File: src/rtl/text_buffer_ctrl_pkg.sv
// Shared definitions for the text buffer write controller and the text overlay:
// FSM encoding, fill character, text-box geometry and colour.
package text_buffer_ctrl_pkg;

  localparam int             TB_ADDR_W       = 8;
  localparam int             TB_CHAR_W       = 7;
  localparam int             TB_POS_W        = 12;
  localparam logic [6:0]     DEF_CLEAR_CHAR  = 7'h20;
  localparam int             RECT_WIDTH      = 128;
  localparam int             RECT_HEIGHT     = 64;
  localparam logic [11:0]    TEXT_COLOUR     = 12'hfff;

  typedef enum logic [1:0] {
    ST_IDLE  = 2'd0,
    ST_SERVE = 2'd1,
    ST_CLEAR = 2'd2
  } tbc_state_e;

endpackage

File: src/rtl/rr_arbiter2.sv
// Two-request round-robin arbiter: a lone request always wins, a tie goes to the
// client named by the pointer, and the pointer toggles on every accepted grant.
module rr_arbiter2 (
  input  logic       pclk,
  input  logic       rst,
  input  logic [1:0] req,
  input  logic       accept,
  output logic [1:0] grant
);

  logic rr_reg;

  always_comb begin
    grant = 2'b00;
    case (req)
      2'b01:   grant = 2'b01;
      2'b10:   grant = 2'b10;
      2'b11:   grant = rr_reg ? 2'b10 : 2'b01;
      default: grant = 2'b00;
    endcase
  end

  always_ff @(posedge pclk or posedge rst) begin
    if (rst) begin
      rr_reg <= 1'b0;
    end else if (accept) begin
      rr_reg <= ~rr_reg;
    end
  end

endmodule

File: src/rtl/text_buffer_ctrl.sv
// Write-side controller of the 256-cell text buffer: arbitrates two clients, runs a
// resumable bulk clear, and double-buffers the text-box position to vblank start.
module text_buffer_ctrl
  import text_buffer_ctrl_pkg::*;
#(
  parameter int                ADDR_W     = TB_ADDR_W,
  parameter int                CHAR_W     = TB_CHAR_W,
  parameter int                POS_W      = TB_POS_W,
  parameter logic [CHAR_W-1:0] CLEAR_CHAR = DEF_CLEAR_CHAR,
  parameter logic [POS_W-1:0]  DEF_X      = '0,
  parameter logic [POS_W-1:0]  DEF_Y      = '0
) (
  input  logic              pclk,
  input  logic              rst,
  input  logic              vblnk_in,
  input  logic              clr_req,
  input  logic              cli0_valid,
  input  logic [ADDR_W-1:0] cli0_addr,
  input  logic [CHAR_W-1:0] cli0_data,
  output logic              cli0_ready,
  input  logic              cli1_valid,
  input  logic [ADDR_W-1:0] cli1_addr,
  input  logic [CHAR_W-1:0] cli1_data,
  output logic              cli1_ready,
  input  logic              pos_valid,
  input  logic [POS_W-1:0]  pos_x,
  input  logic [POS_W-1:0]  pos_y,
  output logic              wr_en,
  output logic [ADDR_W-1:0] wr_addr,
  output logic [CHAR_W-1:0] wr_data,
  output logic [POS_W-1:0]  width_start,
  output logic [POS_W-1:0]  height_start,
  output logic              busy
);

  tbc_state_e        state_reg, state_next;
  logic              clr_pend_reg;
  logic [ADDR_W-1:0] clr_ptr_reg;
  logic              pos_pend_reg;
  logic [POS_W-1:0]  pos_x_pend_reg, pos_y_pend_reg;
  logic              vblnk_d_reg;

  logic [1:0] grant;
  logic       serve_en, xfer, clear_wr, clear_last, vblnk_rise;

  assign serve_en   = (state_reg == ST_SERVE) & vblnk_in;
  assign xfer       = serve_en & (|grant);
  assign clear_wr   = (state_reg == ST_CLEAR) & vblnk_in;
  assign clear_last = clear_wr & (&clr_ptr_reg);
  assign vblnk_rise = vblnk_in & ~vblnk_d_reg;

  assign cli0_ready = serve_en & grant[0];
  assign cli1_ready = serve_en & grant[1];
  assign busy       = clr_pend_reg;

  rr_arbiter2 u_arb (
    .pclk   (pclk),
    .rst    (rst),
    .req    ({cli1_valid, cli0_valid}),
    .accept (xfer),
    .grant  (grant)
  );

  always_comb begin
    state_next = state_reg;
    case (state_reg)
      ST_IDLE: begin
        if (vblnk_in) state_next = clr_pend_reg ? ST_CLEAR : ST_SERVE;
      end
      ST_SERVE: begin
        if (!vblnk_in)        state_next = ST_IDLE;
        else if (clr_pend_reg) state_next = ST_CLEAR;
      end
      ST_CLEAR: begin
        if (!vblnk_in)       state_next = ST_IDLE;
        else if (clear_last) state_next = ST_SERVE;
      end
      default: state_next = ST_IDLE;
    endcase
  end

  always_ff @(posedge pclk or posedge rst) begin
    if (rst) begin
      state_reg <= ST_IDLE;
    end else begin
      state_reg <= state_next;
    end
  end

  // clr_ptr only advances on an actual clear write, so a vblank cut-off resumes in place
  always_ff @(posedge pclk or posedge rst) begin
    if (rst) begin
      clr_pend_reg <= 1'b0;
      clr_ptr_reg  <= '0;
    end else begin
      if (clear_last)   clr_pend_reg <= 1'b0;
      else if (clr_req) clr_pend_reg <= 1'b1;
      if (clear_wr)     clr_ptr_reg  <= clr_ptr_reg + 1'b1;
    end
  end

  always_ff @(posedge pclk or posedge rst) begin
    if (rst) begin
      wr_en   <= 1'b0;
      wr_addr <= '0;
      wr_data <= '0;
    end else if (clear_wr) begin
      wr_en   <= 1'b1;
      wr_addr <= clr_ptr_reg;
      wr_data <= CLEAR_CHAR;
    end else if (xfer) begin
      wr_en   <= 1'b1;
      wr_addr <= grant[1] ? cli1_addr : cli0_addr;
      wr_data <= grant[1] ? cli1_data : cli0_data;
    end else begin
      wr_en   <= 1'b0;
    end
  end

  // A pulse arriving in the rise cycle itself bypasses the pending regs so it is not lost
  always_ff @(posedge pclk or posedge rst) begin
    if (rst) begin
      vblnk_d_reg    <= 1'b0;
      pos_pend_reg   <= 1'b0;
      pos_x_pend_reg <= '0;
      pos_y_pend_reg <= '0;
      width_start    <= DEF_X;
      height_start   <= DEF_Y;
    end else begin
      vblnk_d_reg <= vblnk_in;
      if (pos_valid) begin
        pos_x_pend_reg <= pos_x;
        pos_y_pend_reg <= pos_y;
        pos_pend_reg   <= 1'b1;
      end
      if (vblnk_rise && (pos_pend_reg || pos_valid)) begin
        width_start  <= pos_valid ? pos_x : pos_x_pend_reg;
        height_start <= pos_valid ? pos_y : pos_y_pend_reg;
        pos_pend_reg <= 1'b0;
      end
    end
  end

endmodule

File: config.mk
export PLATFORM = sky130hd
export DESIGN_NAME = text_buffer_ctrl
export DESIGN_NICKNAME = d
export VERILOG_FILES = /design/src/rtl/text_buffer_ctrl_pkg.sv /design/src/rtl/rr_arbiter2.sv /design/src/rtl/text_buffer_ctrl.sv
export SDC_FILE = /design/constraint.sdc
export NUM_CORES = 1
export LEC_CHECK = 0
export CAP_MARGIN = 20
export CORE_MARGIN = 3
export CORE_UTILIZATION = 35
export CTS_CLUSTER_DIAMETER = 100
export CTS_CLUSTER_SIZE = 20
export DETAILED_ROUTE_END_ITERATION = 10
export GPL_TIMING_DRIVEN = 0
export PLACE_DENSITY_LB_ADDON = 0.3
export SLEW_MARGIN = 20
export SYNTH_ARGS = -nofsm -noshare
export SYNTH_HDL_FRONTEND = slang
export SYNTH_SLANG_ARGS = --single-unit
File: constraint.sdc
create_clock -name pclk -period 5.3 [get_ports pclk]
set_input_delay 0.795 -clock pclk [delete_from_list [all_inputs] [get_ports pclk]]
set_output_delay 0.795 -clock pclk [all_outputs]
set_load 0.01 [all_outputs]
==> summary.md <==
| Metric | Value |
|---|---|
| Number of inserted filler cells in the final layout | 785 |
| CTS sink cnt | 78 |
| Via count of the first global-routing pass | 2215 |
| Max transition margin | 68.8% |
| Achievable clock frequency | 308 MHz |
| Logic gate share of total power | 22.3% |
| Half-perimeter wire length of the detailed placement result | 4850 um |
| DRC marker count from the first detailed-route iteration | 47 |
| Fraction of power consumed by sequential logic | 47.1% |
| IO Port Bufs | 102 |
| Data arrival time at the worst-slack endpoint | 2.45 ns |
| Number of H-tree levels | 3 |
| TritonCTS clock tree | built |
| Wire length of the first global-routing pass | 10700 um |
| Part of the Yosys area used for sequential elements | 60.2% |
| WL met3 | 499 um |
| Ports placed on the boundary | 104 |
| Cell count after placement | 448 |
| Area growth from synthesis to layout | 43.5% |
| Vertical extent of the die | 102 um |
| Number of buffers created by CTS | 9 |
| Count of maximum capacitance violations | 0 |
| Switching power total | 0.408 mW |
| DR pass1 iterations | 4 |
| Buffer cell driving the clock tree root | sky130_fd_sc_hd__clkbuf_8 |
| Worst hold path class | register to register |
| Cells after Synth | 237 |
| Leakage power of the design | 2.00 nW |
| Number of gates resized after cts | 0 |
| Relative contribution of the clock network to total power | 30.7% |
| Fraction of synthesized cell area taken by the top area cell type | 60.2% |
| Count of yosys warnings during synthesis | 0 |
| Post-layout nets | 413 |
| Synth area leaders | sky130_fd_sc_hd__dfrtp_1, sky130_fd_sc_hd__mux2_2, sky130_fd_sc_hd__mux2i_1 |
| Syn avg cell area | 13.7 um2 |
| Number of post-CTS setup repair buffers | 0 |
| Number of antenna violations at the first check in global routing | 0 |
| Maximum clock skew at final layout | 0.0107 ns |
| Num rows | 34 |
| Sum Neg Setup Slack | 0 ns |
| Average routed wire per standard cell | 13.9 um |
| Critical Setup Path Class | input pin to primary output |
| Crit start category | input pin |
| Number of distinct library cell variants in the gate-level netlist after synthesis | 34 |
| Routability congestion estimate from global placement | 0.778 |
| Residual DRC count | 0 |
| Clock period minus final worst setup slack | 3.24 ns |
| Maximum number of pins on one net before global-route repair | 47 |
| Post-synthesis sequential element count | 78 |
| Clock transition at the registers of the reported paths | 0.08 ns |
| Placeable core region | 8850 um2 |
| Worst reg2reg startpoint | vblnk_d_reg |
| Leading area contributor after synthesis | sky130_fd_sc_hd__dfrtp_1 |
| Final max-slew violation count | 0 |
| Unrepaired setup endpoints after global routing | no |
| Required time reported for the critical path endpoint | 4.51 ns |
| Total Wirelength | 6470 um |
| Global-route total usage across every layer | 13.3% |
| Net count of the mapped netlist | 299 |
| Number of hold buffers added after cts | 0 |
| Non-filler cells, final | 464 |
| Starting density of the core | 36.6% |
| Synthesized cell area | 3240 um2 |
| Number of enable-type register cells in the synthesized netlist | 0 |
| Vias per inst | 4.69 |
| Async set or reset register ratio after synthesis | 100% |
| Number of diodes | 0 |
| Metal2 WL | 3000 um |
| Reg2reg path depth | 3 |
| Setup-failing EPs final | 0 |
| Final Hold Fails | 0 |
| Min-delay src | pos_y_pend_reg[1] |
| Hold-critical path endpoint | pos_y_pend_reg[1] |
| Maximum clock path buffer count | 2 |
| Routed via count | 2178 |
| Largest fanout on the critical path | 10 |
| Residual antenna-violating net count after detailed routing | 0 |
| Worst IR drop on VDD | 0.143 mV |
| Terminus of the critical flop-to-flop path | height_start[5] |
| Fraction of final layout cells with drive strength greater than 1 | 22.5% |
| Area enclosed by the die boundary | 10500 um2 |
| Primary flip-flop cell chosen by synthesis mapping | sky130_fd_sc_hd__dfrtp_1 |
| Met1 WL | 2890 um |
| Final critical-path share of the clock period | 61.2% |
| CP Capture Type | primary output |
| P per Cell Area | 345 nW/um2 |
| Pint | 1.20 mW |
| Reg2Reg Setup Slack | 3.83 ns |
| Overflow left after global routing | 0 |
| Width of the die | 102 um |
| Switching portion of total power | 25.5% |
| Run status | completed |
| Actual transition at the worst max-transition pin | 0.467 ns |
| Number of cells on the worst hold path | 1 |
| Clock latency reported for the late side of the worst-skew pair | 0.34 ns |
| Top sig layer | met4 |
==> routing by layer <==
layer	up-vias	track usage (%)
met1	1046	17.6
met3	7	4.78
li1	1053	-
met4	0	3.63
met2	72	20.7
met5	-	0
==> worst max-delay path, cell delays in order <==
cell and delay, ns:
sky130_fd_sc_hd__clkdlybuf4s50_1 0.48, sky130_fd_sc_hd__inv_1 0.08, sky130_fd_sc_hd__o21ai_4 0.32, sky130_fd_sc_hd__buf_6 0.22, sky130_fd_sc_hd__nor2_1 0.07, sky130_fd_sc_hd__clkdlybuf4s50_1 0.47
==> cell type report <==
type,instances,area [um2],area share [%]
Sequential cell,78,1950,42.0
Multi-Input combinational cell,137,1170,25.1
Timing Repair Buffer,103,1050,22.5
Clock inverter,5,82.6,1.78
Inverter,11,43.8,0.942
Tap cell,108,135,2.91
Clock buffer,11,141,3.04
Buffer,11,78.8,1.69
==> cells in the mapped netlist, types with 4 or more instances <==
cell type                   n
sky130_fd_sc_hd__a21oi_1    6
sky130_fd_sc_hd__buf_2      5
sky130_fd_sc_hd__buf_6      4
sky130_fd_sc_hd__dfrtp_1   78
sky130_fd_sc_hd__inv_1     11
sky130_fd_sc_hd__mux2_2    48
sky130_fd_sc_hd__mux2i_1   15
sky130_fd_sc_hd__nand2_1   13
sky130_fd_sc_hd__nand3_1    6
sky130_fd_sc_hd__nor2_1     8
sky130_fd_sc_hd__o21ai_1    4
sky130_fd_sc_hd__o221ai_1   7
sky130_fd_sc_hd__xnor2_1    6
==> cells in the final DEF, fill, tap and decap left out, types with 3 or more instances in the layout <==
master and n:
sky130_fd_sc_hd__clkdlybuf4s50_1 102, sky130_fd_sc_hd__dfrtp_1 78, sky130_fd_sc_hd__mux2_2 48, sky130_fd_sc_hd__mux2i_1 15, sky130_fd_sc_hd__nand2_1 13, sky130_fd_sc_hd__inv_1 10
sky130_fd_sc_hd__clkbuf_8 10, sky130_fd_sc_hd__nor2_1 8, sky130_fd_sc_hd__o221ai_1 7, sky130_fd_sc_hd__nand3_1 6, sky130_fd_sc_hd__a21oi_1 6, sky130_fd_sc_hd__xnor2_1 6
sky130_fd_sc_hd__buf_2 5, sky130_fd_sc_hd__buf_6 4, sky130_fd_sc_hd__o21ai_1 4, sky130_fd_sc_hd__nand4_1 3, sky130_fd_sc_hd__clkinvlp_4 3
==> power groups by stage <==
stage | sequential (mW) | clock, mW | combinational, mW
after floorplan | 0.782 | 0 | 0.143
after global placement | 0.765 | 0 | 0.354
after detailed placement | 0.766 | 0 | 0.364
after CTS | 0.756 | 0.511 | 0.365
after global routing | 0.769 | 0.540 | 0.390
final | 0.755 | 0.492 | 0.357
==> metrics by stage <==
step           worst slack [ns]  area, um2  util, %  power (mW)  hold slack, ns
4_1_cts                    2.04       4650     52.6        1.63           0.500
3_3_place_gp               1.26       4400     49.7        1.12           0.475
6_report                   2.06       4650     52.6        1.60           0.494
2_1_floorplan              2.51       3240        -       0.925           0.467
3_5_place_dp               2.04       4430     50.0        1.13           0.481
5_1_grt                    1.97       4650     52.6        1.70           0.504
==> cell families after synthesis <==
group	share of synthesized area [%]
fa+ha+maj	0.386
mux	21.3
buf+inv	3.71
compound gates	5.44
xor+xnor	2.16
flops	60.2
simple gates	6.76
==> worst max path at each step <==
stage	start	to	slack [ns]
6_report	cli0_valid	cli1_ready	2.06
5_1_grt	cli0_valid	cli1_ready	1.97
4_1_cts	cli0_valid	cli1_ready	2.04
3_5_place_dp	cli0_valid	cli1_ready	2.04
3_3_place_gp	rst	pos_x_pend_reg[2]	1.26
2_1_floorplan	rst	busy	2.51
Note: power is estimated with default switching activity, not from simulation.
